===== config.mk =====
export PLATFORM = sky130hd
export DESIGN_NAME = mult_div_unit
export DESIGN_NICKNAME = d
export VERILOG_FILES = /design/src/rtl/mips_md_pkg.sv /design/src/rtl/md_sign_fix.sv /design/src/rtl/mult_div_unit.sv
export SDC_FILE = /design/constraint.sdc
export NUM_CORES = 1
export LEC_CHECK = 0
export ABC_AREA = 1
export BUFFER_PORTS_ARGS = -buffer_cell sky130_fd_sc_hd__buf_2
export CAP_MARGIN = 30
export CORE_MARGIN = 2
export CORE_UTILIZATION = 55
export CTS_CLUSTER_DIAMETER = 100
export CTS_CLUSTER_SIZE = 25
export DETAILED_ROUTE_END_ITERATION = 7
export GPL_TIMING_DRIVEN = 0
export PLACE_DENSITY = 0.84
export RECOVER_POWER = 100
export SYNTH_ARGS = -nofsm -noshare
export SYNTH_HDL_FRONTEND = slang
export SYNTH_SLANG_ARGS = --single-unit

===== constraint.sdc =====
create_clock -name clk -period 2.95 [get_ports clk]
set_input_delay 0.4425 -clock clk [delete_from_list [all_inputs] [get_ports clk]]
set_output_delay 0.4425 -clock clk [all_outputs]
set_load 0.03 [all_outputs]

===== src/rtl/mips_md_pkg.sv =====
// Shared encodings for the MIPS multiply/divide unit: operation codes, default width, FSM states.
package mips_md_pkg;

    localparam int MD_WIDTH = 32;

    localparam logic [2:0] OP_MULT  = 3'd0;
    localparam logic [2:0] OP_MULTU = 3'd1;
    localparam logic [2:0] OP_DIV   = 3'd2;
    localparam logic [2:0] OP_DIVU  = 3'd3;
    localparam logic [2:0] OP_MTHI  = 3'd4;
    localparam logic [2:0] OP_MTLO  = 3'd5;

    localparam logic [1:0] ST_IDLE = 2'd0;
    localparam logic [1:0] ST_RUN  = 2'd1;
    localparam logic [1:0] ST_FIX  = 2'd2;

    function automatic logic op_is_iter(input logic [2:0] op);
        return (op == OP_MULT) || (op == OP_MULTU) || (op == OP_DIV) || (op == OP_DIVU);
    endfunction

    function automatic logic op_is_signed(input logic [2:0] op);
        return (op == OP_MULT) || (op == OP_DIV);
    endfunction

endpackage


===== src/rtl/md_sign_fix.sv =====
// Combinational sign handling: operand magnitudes on entry, result negation at FIX.
// Zero latency; no flow control.
module md_sign_fix
    import mips_md_pkg::*;
#(
    parameter int WIDTH = MD_WIDTH
) (
    input  logic             i_signed,
    input  logic [WIDTH-1:0] i_x,
    input  logic [WIDTH-1:0] i_y,
    output logic [WIDTH-1:0] o_mag_x,
    output logic [WIDTH-1:0] o_mag_y,
    output logic             o_neg_x,
    output logic             o_neg_y,
    input  logic             i_is_div,
    input  logic             i_neg_hi,
    input  logic             i_neg_lo,
    input  logic [WIDTH-1:0] i_hi,
    input  logic [WIDTH-1:0] i_lo,
    output logic [WIDTH-1:0] o_hi,
    output logic [WIDTH-1:0] o_lo
);

    logic [2*WIDTH-1:0] w_prod;
    logic [2*WIDTH-1:0] w_prod_neg;

    assign o_neg_x = i_signed & i_x[WIDTH-1];
    assign o_neg_y = i_signed & i_y[WIDTH-1];
    assign o_mag_x = o_neg_x ? (~i_x + {{(WIDTH-1){1'b0}}, 1'b1}) : i_x;
    assign o_mag_y = o_neg_y ? (~i_y + {{(WIDTH-1){1'b0}}, 1'b1}) : i_y;

    assign w_prod     = {i_hi, i_lo};
    assign w_prod_neg = ~w_prod + {{(2*WIDTH-1){1'b0}}, 1'b1};

    // Products negate as one double-width value; quotient and remainder negate independently.
    always_comb begin
        o_hi = i_hi;
        o_lo = i_lo;
        if (!i_is_div) begin
            if (i_neg_lo) begin
                o_hi = w_prod_neg[2*WIDTH-1:WIDTH];
                o_lo = w_prod_neg[WIDTH-1:0];
            end
        end else begin
            if (i_neg_hi) o_hi = ~i_hi + {{(WIDTH-1){1'b0}}, 1'b1};
            if (i_neg_lo) o_lo = ~i_lo + {{(WIDTH-1){1'b0}}, 1'b1};
        end
    end

endmodule


===== src/rtl/mult_div_unit.sv =====
// Iterative MIPS mult/multu/div/divu plus mthi/mtlo, owning HI/LO; results and MDDone WIDTH+2 edges after start.
// Requests are accepted only while not busy; MDStart during RUN/FIX is dropped.
module mult_div_unit
    import mips_md_pkg::*;
#(
    parameter int WIDTH = MD_WIDTH
) (
    input  logic             clk,
    input  logic             rst_n,
    input  logic             MDStart,
    input  logic [2:0]       MDOp,
    input  logic [WIDTH-1:0] MDOpX,
    input  logic [WIDTH-1:0] MDOpY,
    output logic             MDBusy,
    output logic             MDDone,
    output logic [WIDTH-1:0] HI,
    output logic [WIDTH-1:0] LO
);

    localparam int              CW       = $clog2(WIDTH);
    localparam logic [CW-1:0]   CNT_LAST = CW'(WIDTH - 1);

    logic [1:0]         r_state;
    logic [CW-1:0]      r_cnt;
    logic               r_is_div;
    logic               r_neg_hi;
    logic               r_neg_lo;
    logic [WIDTH-1:0]   r_mcand;
    logic [2*WIDTH-1:0] r_acc;
    logic [WIDTH-1:0]   r_rem;
    logic [WIDTH-1:0]   r_hi;
    logic [WIDTH-1:0]   r_lo;
    logic               r_done;

    logic [WIDTH-1:0]   w_mag_x;
    logic [WIDTH-1:0]   w_mag_y;
    logic               w_neg_x;
    logic               w_neg_y;
    logic               w_y_nz;
    logic [WIDTH-1:0]   w_fix_hi;
    logic [WIDTH-1:0]   w_fix_lo;
    logic [WIDTH-1:0]   w_res_hi;

    logic [WIDTH:0]     w_addend;
    logic [WIDTH:0]     w_sum;
    logic [2*WIDTH-1:0] w_mul_acc;

    logic [WIDTH:0]     w_shift;
    logic [WIDTH:0]     w_diff;
    logic               w_qbit;
    logic [WIDTH-1:0]   w_rem_next;
    logic [2*WIDTH-1:0] w_div_acc;

    assign w_y_nz   = |MDOpY;
    assign w_res_hi = r_is_div ? r_rem : r_acc[2*WIDTH-1:WIDTH];

    md_sign_fix #(.WIDTH(WIDTH)) u_sign_fix (
        .i_signed (op_is_signed(MDOp)),
        .i_x      (MDOpX),
        .i_y      (MDOpY),
        .o_mag_x  (w_mag_x),
        .o_mag_y  (w_mag_y),
        .o_neg_x  (w_neg_x),
        .o_neg_y  (w_neg_y),
        .i_is_div (r_is_div),
        .i_neg_hi (r_neg_hi),
        .i_neg_lo (r_neg_lo),
        .i_hi     (w_res_hi),
        .i_lo     (r_acc[WIDTH-1:0]),
        .o_hi     (w_fix_hi),
        .o_lo     (w_fix_lo)
    );

    // Multiply: {partial product, multiplier}; add multiplicand on LSB, shift right one.
    assign w_addend  = r_acc[0] ? {1'b0, r_mcand} : {(WIDTH+1){1'b0}};
    assign w_sum     = {1'b0, r_acc[2*WIDTH-1:WIDTH]} + w_addend;
    assign w_mul_acc = {w_sum, r_acc[WIDTH-1:1]};

    // Restoring divide: dividend shifts out of the low half while quotient bits shift in.
    // A zero divisor never fails the trial subtract, giving an all-ones quotient and |X| remainder.
    assign w_shift    = {r_rem, r_acc[WIDTH-1]};
    assign w_diff     = w_shift - {1'b0, r_mcand};
    assign w_qbit     = ~w_diff[WIDTH];
    assign w_rem_next = w_qbit ? w_diff[WIDTH-1:0] : w_shift[WIDTH-1:0];
    assign w_div_acc  = {r_acc[2*WIDTH-1:WIDTH], r_acc[WIDTH-2:0], w_qbit};

    always_ff @(posedge clk or negedge rst_n) begin
        if (!rst_n) begin
            r_state  <= ST_IDLE;
            r_cnt    <= '0;
            r_is_div <= 1'b0;
            r_neg_hi <= 1'b0;
            r_neg_lo <= 1'b0;
            r_mcand  <= '0;
            r_acc    <= '0;
            r_rem    <= '0;
            r_hi     <= '0;
            r_lo     <= '0;
            r_done   <= 1'b0;
        end else begin
            r_done <= 1'b0;
            case (r_state)
                ST_IDLE: begin
                    if (MDStart) begin
                        if (op_is_iter(MDOp)) begin
                            r_state  <= ST_RUN;
                            r_cnt    <= CNT_LAST;
                            r_is_div <= MDOp[1];
                            r_rem    <= '0;
                            if (MDOp[1]) begin
                                r_acc    <= {{WIDTH{1'b0}}, w_mag_x};
                                r_mcand  <= w_mag_y;
                                // Divide-by-zero keeps an unsigned all-ones quotient and HI = X.
                                r_neg_lo <= (w_neg_x ^ w_neg_y) & w_y_nz;
                                r_neg_hi <= w_neg_x;
                            end else begin
                                r_acc    <= {{WIDTH{1'b0}}, w_mag_y};
                                r_mcand  <= w_mag_x;
                                r_neg_lo <= w_neg_x ^ w_neg_y;
                                r_neg_hi <= w_neg_x ^ w_neg_y;
                            end
                        end else if (MDOp == OP_MTHI) begin
                            r_hi <= MDOpX;
                        end else if (MDOp == OP_MTLO) begin
                            r_lo <= MDOpX;
                        end
                    end
                end
                ST_RUN: begin
                    if (r_is_div) begin
                        r_acc <= w_div_acc;
                        r_rem <= w_rem_next;
                    end else begin
                        r_acc <= w_mul_acc;
                    end
                    if (r_cnt == '0) begin
                        r_state <= ST_FIX;
                    end else begin
                        r_cnt <= r_cnt - CW'(1);
                    end
                end
                ST_FIX: begin
                    r_hi    <= w_fix_hi;
                    r_lo    <= w_fix_lo;
                    r_done  <= 1'b1;
                    r_state <= ST_IDLE;
                end
                default: r_state <= ST_IDLE;
            endcase
        end
    end

    assign MDBusy = (r_state == ST_RUN) || (r_state == ST_FIX);
    assign MDDone = r_done;
    assign HI     = r_hi;
    assign LO     = r_lo;

endmodule

==> results.md, run 1 <==
- Most used cell, CP: sky130_fd_sc_hd__nand2_1
- Pwr Total: 20.0 mW
- Cell at the slowest stage of the critical path: sky130_fd_sc_hd__fa_1
- Maximum level of the CTS H-tree: 1
- Share of the synthesized area in the top cell type: 0.271
- Synth-to-Final Area Change: 9.62%
- Non-Filler Instances: approximately 3700
- Total instance count after detailed placement: 3641
- Required time of the worst setup path: ~3.4 ns
- Top-Level Pins: roughly 140
- Synthesized instance count: about 3100
- Effective utilization at floorplan: 0.560
- Die outline area: approximately 0.036 sq mm
- Pin count of the biggest net entering global routing: around 120
- Final GP Congestion: between 1 and 1.5
- Asr flop ratio synth: 1.00
- Share of the clock period used by the worst path after layout: 0.966
- Crit path buffers/inverters: 4
- Synthesized net count: around 3200
- Die Height: 189 microns
- Wire per inst: approximately 22 microns
- Cell breakdown of the critical path: clkbuf_4, buf_4, nand2_1, inv_1, ha_1, inv_1, fa_1, o21ai_2, nand3_1, nand2_2, nand2_1, nand2_1, nand2_1, nand3_1, nor2_1, o21ai_0
- Via count of the first global-routing pass: just over 20000
- Number of CTS-inserted buffers: 14
- Most frequently used cell type in the post-synthesis netlist: sky130_fd_sc_hd__nand2_1
- Global router's overall resource usage: 0.449
- DRT Pass-1 Iters: 7
- # port buffers: ~130
- Placeable core area: approximately 0.034 sq mm
- Post-synth EDFFs: 0
- Worst stage delay on the critical path: about 0.42 ns
- Finished Cell Area: a little over 0.02 sq mm
- Antenna violations before repair: 1
- Routed via count divided by cell count: between 6 and 7
- Most used flip-flop cell after synthesis: sky130_fd_sc_hd__dfrtp_1
- Final critical delay including setup and external delays: about 2.8 ns
- Top Metal Used: met5
- Crit. End Element: register
- Register bit total from synthesis: about 200
- Headroom to the max-slew limit: -0.165
- Root buffer cell: sky130_fd_sc_hd__clkbuf_16
- Clock Path Buffers: 3
- Horizontal die dimension: roughly 190 microns
- Final HPWL from detailed placement: ~67000 microns
- Total met2 wirelength after detailed routing: around 33000 microns
- Number of design rule violations left after detail routing: 0
- Kind of cell with the highest combined delay on the critical path: simple AND/OR/NAND/NOR gates
- Post-detailed-placement cell area: around 0.020 sq mm
- Count of final hold-check violations: 0
- Leakage power: around 10 nW
- Total number of yosys warnings: 0
- Number of clock sinks seen by CTS: 203
- Share of synthesized area occupied by flip-flops and latches: 0.271
- Setup total negative slack: 0 ns
- Top cells by area in the synthesized netlist: sky130_fd_sc_hd__dfrtp_1 27%, sky130_fd_sc_hd__nand2_1 18%, sky130_fd_sc_hd__nor2_1 8.0%
- Worst hold slack after final layout: just over 0.3 ns
- Slew at the pin closest to its max-slew limit: about 1.7 ns
- Overflow after GRT: 0
- TritonCTS clock tree: built
- Total power per unit cell area: approximately 1000 mW/mm^2
- Synth area leader: sky130_fd_sc_hd__dfrtp_1
- CTS clock-pin slew for the worst setup and hold paths: around 0.11 ns
- Violated checks: max-capacitance violations, max-slew violations
- Wire length of the first global-routing pass: 122000 microns
- F_max: roughly 0.35 GHz
- Critical path class: reg -> reg
- Final setup violating endpoints: 0
- Post-synth cell types: between 50 and 60
- Area of the mapped netlist: approximately 0.019 sq mm
- Worst skew pair latency: 0.53 ns
- Layout cells sized above 1: 0.0711
- Total number of vias: ~23000
- Residual antenna-violating net count after detailed routing: 0
- Post-detailed-routing wire length: slightly above 80000 microns
- Number of DRC markers in iteration 0: 3792
- Path class of the lowest-slack min-delay path: in -> reg
- Wire length on met3: 11800 microns
- # rows: 67
- Top fanout value on the critical path: 10
- Synth top cells by count: 882 x sky130_fd_sc_hd__nand2_1, 398 x sky130_fd_sc_hd__nor2_1, 378 x sky130_fd_sc_hd__inv_1
- Run status: complete, but fails checks
- Final count of pins violating max slew: roughly 120
- Critical path startpoint category: register
- Clock tree skew after final layout: about 0.034 ns
- Arr. time, crit path: 3.25 ns
- Met1 layer wirelength in the final routing: between 30000 and 40000 microns
- Worst voltage drop across the vdd grid: slightly above 0.0007 V
- MaxCap Viol Count: 1
- Post-Syn Area per Cell: around 6 sq um
- Number of diodes: 0
- Post-layout nets: about 3400
timing repair:
item | in CTS | in global routing
setup endpoints to repair | 50 | 49
pin swaps | 0 | 3
hold buffers | 0 | 0
setup buffers | 0 | 6
resized for setup | 13 | 29
routing by layer:
| metal | track usage | vias to the layer above |
|---|---|---|
| met1 | 0.611 | 10600 |
| met2 | 0.650 | 1683 |
| li1 | - | 10300 |
| met3 | 0.134 | 286 |
| met5 | 0 | - |
| met4 | 0.214 | 2 |
cell usage in the layout, fill, tap and decap left out, types with 7 or more instances in the layout:
master and count:
sky130_fd_sc_hd__nand2_1 877, sky130_fd_sc_hd__nor2_1 399, sky130_fd_sc_hd__inv_1 378, sky130_fd_sc_hd__nand3_1 279
sky130_fd_sc_hd__dfrtp_1 202, sky130_fd_sc_hd__a21oi_1 161, sky130_fd_sc_hd__o21ai_0 155, sky130_fd_sc_hd__clkbuf_1 127
sky130_fd_sc_hd__buf_2 83, sky130_fd_sc_hd__ha_1 73, sky130_fd_sc_hd__xor2_1 40, sky130_fd_sc_hd__a31oi_1 35
sky130_fd_sc_hd__nand4_1 31, sky130_fd_sc_hd__nand2_2 30, sky130_fd_sc_hd__nor3_1 28, sky130_fd_sc_hd__o221ai_1 27
sky130_fd_sc_hd__a221oi_1 26, sky130_fd_sc_hd__nand3b_1 23, sky130_fd_sc_hd__o211ai_1 22, sky130_fd_sc_hd__xnor2_1 20
sky130_fd_sc_hd__a22oi_1 16, sky130_fd_sc_hd__clkbuf_16 15, sky130_fd_sc_hd__nor2_2 14, sky130_fd_sc_hd__buf_4 13
sky130_fd_sc_hd__o22ai_1 13, sky130_fd_sc_hd__inv_2 11, sky130_fd_sc_hd__o21ai_1 10, sky130_fd_sc_hd__or2_2 9
sky130_fd_sc_hd__clkbuf_2 7, sky130_fd_sc_hd__nor4_1 7
area by class of cell:
type,instances,area [sq um]
fill,3360,13000
multi-input combinational,2358,11800
sequential,203,5080
inverter,393,1480
timing repair buffer,142,671
tap,448,561
buffer,104,529
clock buffer,16,389
clock inverter,7,105
per-stage QoR:
stage / setup slack [ns] / utilization
floorplan: 0.407 / -
global placement: -2.02 / 0.597
detailed placement: -0.495 / 0.598
CTS: 0.0216 / 0.613
global route: -0.0414 / 0.614
finish: 0.102 / 0.614
cell families after synthesis:
family,synth area share
AND/OR/NAND/NOR,0.383
buffers and inverters,0.106
flip-flops,0.271
XOR/XNOR,0.0280
AO/OA/AOI/OAI,0.161
adder cells (fa/ha/maj),0.0508
multiplexers,0.000600
power breakdown:
group          total (mW)  internal, mW  switching [mW]
registers            4.94          3.81            1.13
clock network        2.29          1.09            1.19
logic                12.8          3.61            9.21
flip-flops by register name (all words and copies together), names as in the netlist:
signal	count
r_acc	64
HI	32
LO	32
r_mcand	32
r_rem	32
r_cnt	5
r_state	2
MDDone	1
r_is_div	1
r_neg_hi	1
r_neg_lo	1
final timing paths:
| check | cells after the start | to | slack, ns | startpoint |
|---|---|---|---|---|
| max in group asynchronous | 2 | LO[20] | 1.35 | rst_n |
| worst min register to register | 1 | r_cnt[4] | 0.51 | r_cnt[4] |
| min in group asynchronous | 1 | r_rem[30] | 0.37 | rst_n |
| worst min-delay path | 3 | r_mcand[31] | 0.31 | MDOpX[31] |
| worst max-delay path | 16 | r_acc[59] | 0.10 | r_acc[0] |
| worst max register to register | 16 | r_acc[59] | 0.10 | r_acc[0] |
worst register-to-register path, stage by stage, from the launching register on:
cell	delay [ns]
sky130_fd_sc_hd__dfrtp_1	0.34
sky130_fd_sc_hd__clkbuf_4	0.24
sky130_fd_sc_hd__buf_4	0.22
sky130_fd_sc_hd__nand2_1	0.06
sky130_fd_sc_hd__inv_1	0.08
sky130_fd_sc_hd__ha_1	0.17
sky130_fd_sc_hd__inv_1	0.06
sky130_fd_sc_hd__fa_1	0.42
sky130_fd_sc_hd__o21ai_2	0.20
sky130_fd_sc_hd__nand3_1	0.11
sky130_fd_sc_hd__nand2_2	0.14
sky130_fd_sc_hd__nand2_1	0.07
sky130_fd_sc_hd__nand2_1	0.14
sky130_fd_sc_hd__nand2_1	0.08
sky130_fd_sc_hd__nand3_1	0.12
sky130_fd_sc_hd__nor2_1	0.06
sky130_fd_sc_hd__o21ai_0	0.21
No activity file was read; power rests on OpenSTA's default activity.
==> inputs of run 2 (changes only) <==
- CORE_UTILIZATION: 55 -> 54
- PLACE_DENSITY: 0.84 -> 0.83
==> run 2 against run 1 <==
  * The flow finishes with violations (max-slew violations)
  * Cell count grew 0.16%
  * Sequential share of layout area shrank 0.060 points
  * Highest routed layer is now met4
  * Critical endpoint is now r_rem[7]
  * Global-route usage grew 0.95 points
  * Largest cell class unchanged
==> results.md, run 2 (synthesized netlist as in run 1, its figures left out) <==
- Run status: complete, but fails checks (unchanged)
- Violated checks: max-slew violations (was max-capacitance violations, max-slew violations)
- Number of DRC markers in iteration 0: 3314 (was 3792)
- Most common library cell in the layout ignoring fill and taps: sky130_fd_sc_hd__nand2_1 (unchanged)
- Cell at the slowest stage of the critical path: sky130_fd_sc_hd__dfrtp_2 (was sky130_fd_sc_hd__fa_1)
- Utilization after layout: 0.600 (was 0.614)
- Total number of vias: 22700 (was 22800)
- DRT Pass-1 Iters: 8 (was 7)
- Final setup violating endpoints: 0 (unchanged)
- Internal power of the cells: 8.55 mW (was 8.51 mW)
- Setup total negative slack: 0 ns (unchanged)
- Startpoint of the lowest-slack hold path: MDOpY[16] (was MDOpX[31])
- Post-detailed-placement cell area: 0.0201 sq mm (was 0.0200 sq mm)
- CTS clock-pin slew for the worst setup and hold paths: 0.10 ns (was 0.11 ns)
- Total met2 wirelength after detailed routing: 33700 microns (was 33400 microns)
- Clock tree skew after final layout: 0.0291 ns (was 0.0336 ns)
- F_max: 0.353 GHz (was 0.351 GHz)
- Crit. End Element: register (unchanged)
- TritonCTS clock tree: built (unchanged)
- Antenna violations before repair: 0 (was 1)
- Number of design rule violations left after detail routing: 0 (unchanged)
- Final HPWL from detailed placement: 68200 microns (was 66900 microns)
- Post-route worst setup slack: 0.118 ns (was 0.102 ns)
- Endpoint of the lowest-slack register-to-register path: r_rem[7] (was r_acc[59])
- Top-Level Pins: 136 (unchanged)
- Wire length on met3: 12100 microns (was 11800 microns)
- Worst setup slack before clock tree synthesis: -0.445 ns (was -0.495 ns)
- Cell breakdown of the critical path: clkinv_4, ha_1, inv_1, fa_1, nand3_1, nand2_4, a21oi_4, o21ai_4, nand2_2, nand3_1, nand2_1, buf_6, buf_6, nand2_1, nand3_1, nand2_1 (was clkbuf_4, buf_4, nand2_1, inv_1, ha_1, inv_1, fa_1, o21ai_2, nand3_1, nand2_2, nand2_1, nand2_1, nand2_1, nand3_1, nor2_1, o21ai_0)
- MaxCap Viol Count: 0 (was 1)
- Number of inserted filler cells in the final layout: 3390 (was 3360)
- Total instance count after detailed placement: 3648 (was 3641)
- Max FFs per register: 64 (unchanged)
- Cell depth of the worst hold path: 4 (was 3)
- Via count of the first global-routing pass: 21000 (was 20800)
- Residual antenna-violating net count after detailed routing: 0 (unchanged)
- Worst hold slack after final layout: 0.317 ns (was 0.306 ns)
- Share of the clock period used by the worst path after layout: 0.960 (was 0.966)
- Maximum level of the CTS H-tree: 1 (unchanged)
- Horizontal die dimension: 190 microns (was 189 microns)
- Number of clock sinks seen by CTS: 203 (unchanged)
- Slew at the pin closest to its max-slew limit: 1.51 ns (was 1.75 ns)
- Overflow after GRT: 0 (unchanged)
- Wire length of the first global-routing pass: 125000 microns (was 122000 microns)
- Final critical delay including setup and external delays: 2.83 ns (was 2.85 ns)
- Top Metal Used: met4 (was met5)
- Worst skew pair latency: 0.52 ns (was 0.53 ns)
- Sequential cell area: 0.00508 sq mm (unchanged)
- Required time of the worst setup path: 3.33 ns (was 3.36 ns)
- Area occupied by multi-input gates: 0.0118 sq mm (about the same)
- Post-layout nets: 3360 (was 3361)
- Final count of pins violating max slew: 69 (was 118)
- Effective utilization at floorplan: 0.546 (was 0.560)
- Pwr Total: 20.4 mW (was 20.0 mW)
- Global router's overall resource usage: 0.458 (was 0.449)
- Placeable core area: 0.0344 sq mm (was 0.0335 sq mm)
- Critical path startpoint category: register (unchanged)
- Top fanout value on the critical path: 10 (unchanged)
- Path class of the lowest-slack min-delay path: in -> reg (unchanged)
- Total power per unit cell area: 988 mW/mm^2 (was 974 mW/mm^2)
- Launching point of the worst reg2reg path: r_acc[31] (was r_acc[0])
- Clock network fraction of total power: 0.116 (was 0.114)
- Critical path class: reg -> reg (unchanged)
- Leakage power: 10.2 nW (about the same)
- Met1 layer wirelength in the final routing: 32500 microns (was 32000 microns)
- Root buffer cell: sky130_fd_sc_hd__clkbuf_16 (unchanged)
- Post-detailed-routing wire length: 84200 microns (was 81800 microns)
- Routed via count divided by cell count: 6.18 (was 6.21)
- Comb pwr share: 0.642 (was 0.639)
- Die Height: 190 microns (was 189 microns)
- Final GP Congestion: 1.10 (was 1.13)
- Count of final hold-check violations: 0 (unchanged)
- Clock Path Buffers: 3 (unchanged)
- Non-Filler Instances: 3677 (was 3671)
- # rows: 68 (was 67)
- Worst stage delay on the critical path: 0.47 ns (was 0.42 ns)
- Pin count of the biggest net entering global routing: 103 (was 119)
- # port buffers: 134 (unchanged)
- Die outline area: 0.0363 sq mm (was 0.0356 sq mm)
- Headroom to the max-slew limit: -0.00957 (was -0.165)
- FF-to-FF path depth: 16 (unchanged)
- Wire per inst: 22.9 microns (was 22.3 microns)
- Commonest cells after routing, fill and taps aside: 879 x sky130_fd_sc_hd__nand2_1, 399 x sky130_fd_sc_hd__nor2_1, 378 x sky130_fd_sc_hd__inv_1 (was 877 x sky130_fd_sc_hd__nand2_1, 399 x sky130_fd_sc_hd__nor2_1, 378 x sky130_fd_sc_hd__inv_1)
- Flop-to-flop setup slack: 0.12 ns (was 0.10 ns)
- Switching part of the total power: 0.581 (was 0.575)
- Worst hold endpoint: r_mcand[16] (was r_mcand[31])
- Finished Cell Area: 0.0206 sq mm (about the same)
- Synth-to-Final Area Change: 9.89% (was 9.62%)
- Layout cells sized above 1: 0.0714 (was 0.0711)
- Arr. time, crit path: 3.22 ns (was 3.25 ns)
- Largest register by flop count: r_acc (unchanged)
- Power share of the sequential group: 0.242 (was 0.246)
- Worst voltage drop across the vdd grid: 0.000701 V (was 0.000722 V)
- P_sw: 11.8 mW (was 11.5 mW)
- Number of CTS-inserted buffers: 15 (was 14)
==> run 2: worst max-delay path by stage <==
stage / startpoint / end / slack, ns / cells past startpoint
2_1_floorplan: r_acc[0] / r_acc[55] / 0.41 / 15
3_5_place_dp: r_acc[0] / r_acc[63] / -0.44 / 16
3_3_place_gp: rst_n / LO[15] / -2.05 / 1
4_1_cts: r_acc[31] / r_rem[7] / 0.05 / 17
5_1_grt: r_acc[0] / r_acc[54] / -0.02 / 16
6_report: r_acc[31] / r_rem[7] / 0.12 / 16
==> run 2: per-layer routing <==
layer / global-route usage / vias up
li1: - / 10300
met1: 0.608 / 10500
met2: 0.650 / 1624
met3: 0.148 / 290
met4: 0.269 / 0
met5: 0 / -
==> run 2: cell type report <==
type                    count  area share
repair buffers            140      0.0311
plain buffers             104      0.0260
diodes                      1    0.000121
clock inverters             8     0.00691
inverters                 393      0.0717
multi-input cells        2358       0.572
flip-flops and latches    203       0.246
well taps                 455      0.0276
clock buffers              15      0.0182
==> run 2: worst max-delay path, delay by kind of cell, from the launching register on <==
family | cells | cell delay, ns
buffers and inverters | 4 | 0.53
flip-flops | 1 | 0.47
AND/OR/NAND/NOR | 8 | 0.81
adder cells (fa/ha/maj) | 2 | 0.58
AO/OA/AOI/OAI | 2 | 0.30
==> run 2: timing repair <==
item,4_1_cts,5_1_grt
hold endpoints to repair,6,0
resized for setup,11,37
hold buffers,1,0
endpoints found under the setup margin,49,53
setup buffers,0,4
pin swaps,0,3
==> run 2: power by group through the flow <==
| stage | sequential (mW) | combinational [mW] | clock, mW |
|---|---|---|---|
| 6_report | 4.92 | 13.1 | 2.37 |
| 5_1_grt | 4.98 | 14.1 | 2.43 |
| 4_1_cts | 4.81 | 12.5 | 2.36 |
| 3_5_place_dp | 4.87 | 12.5 | 0 |
| 3_3_place_gp | 4.82 | 12.2 | 0 |
| 2_1_floorplan | 5.32 | 7.89 | 0 |
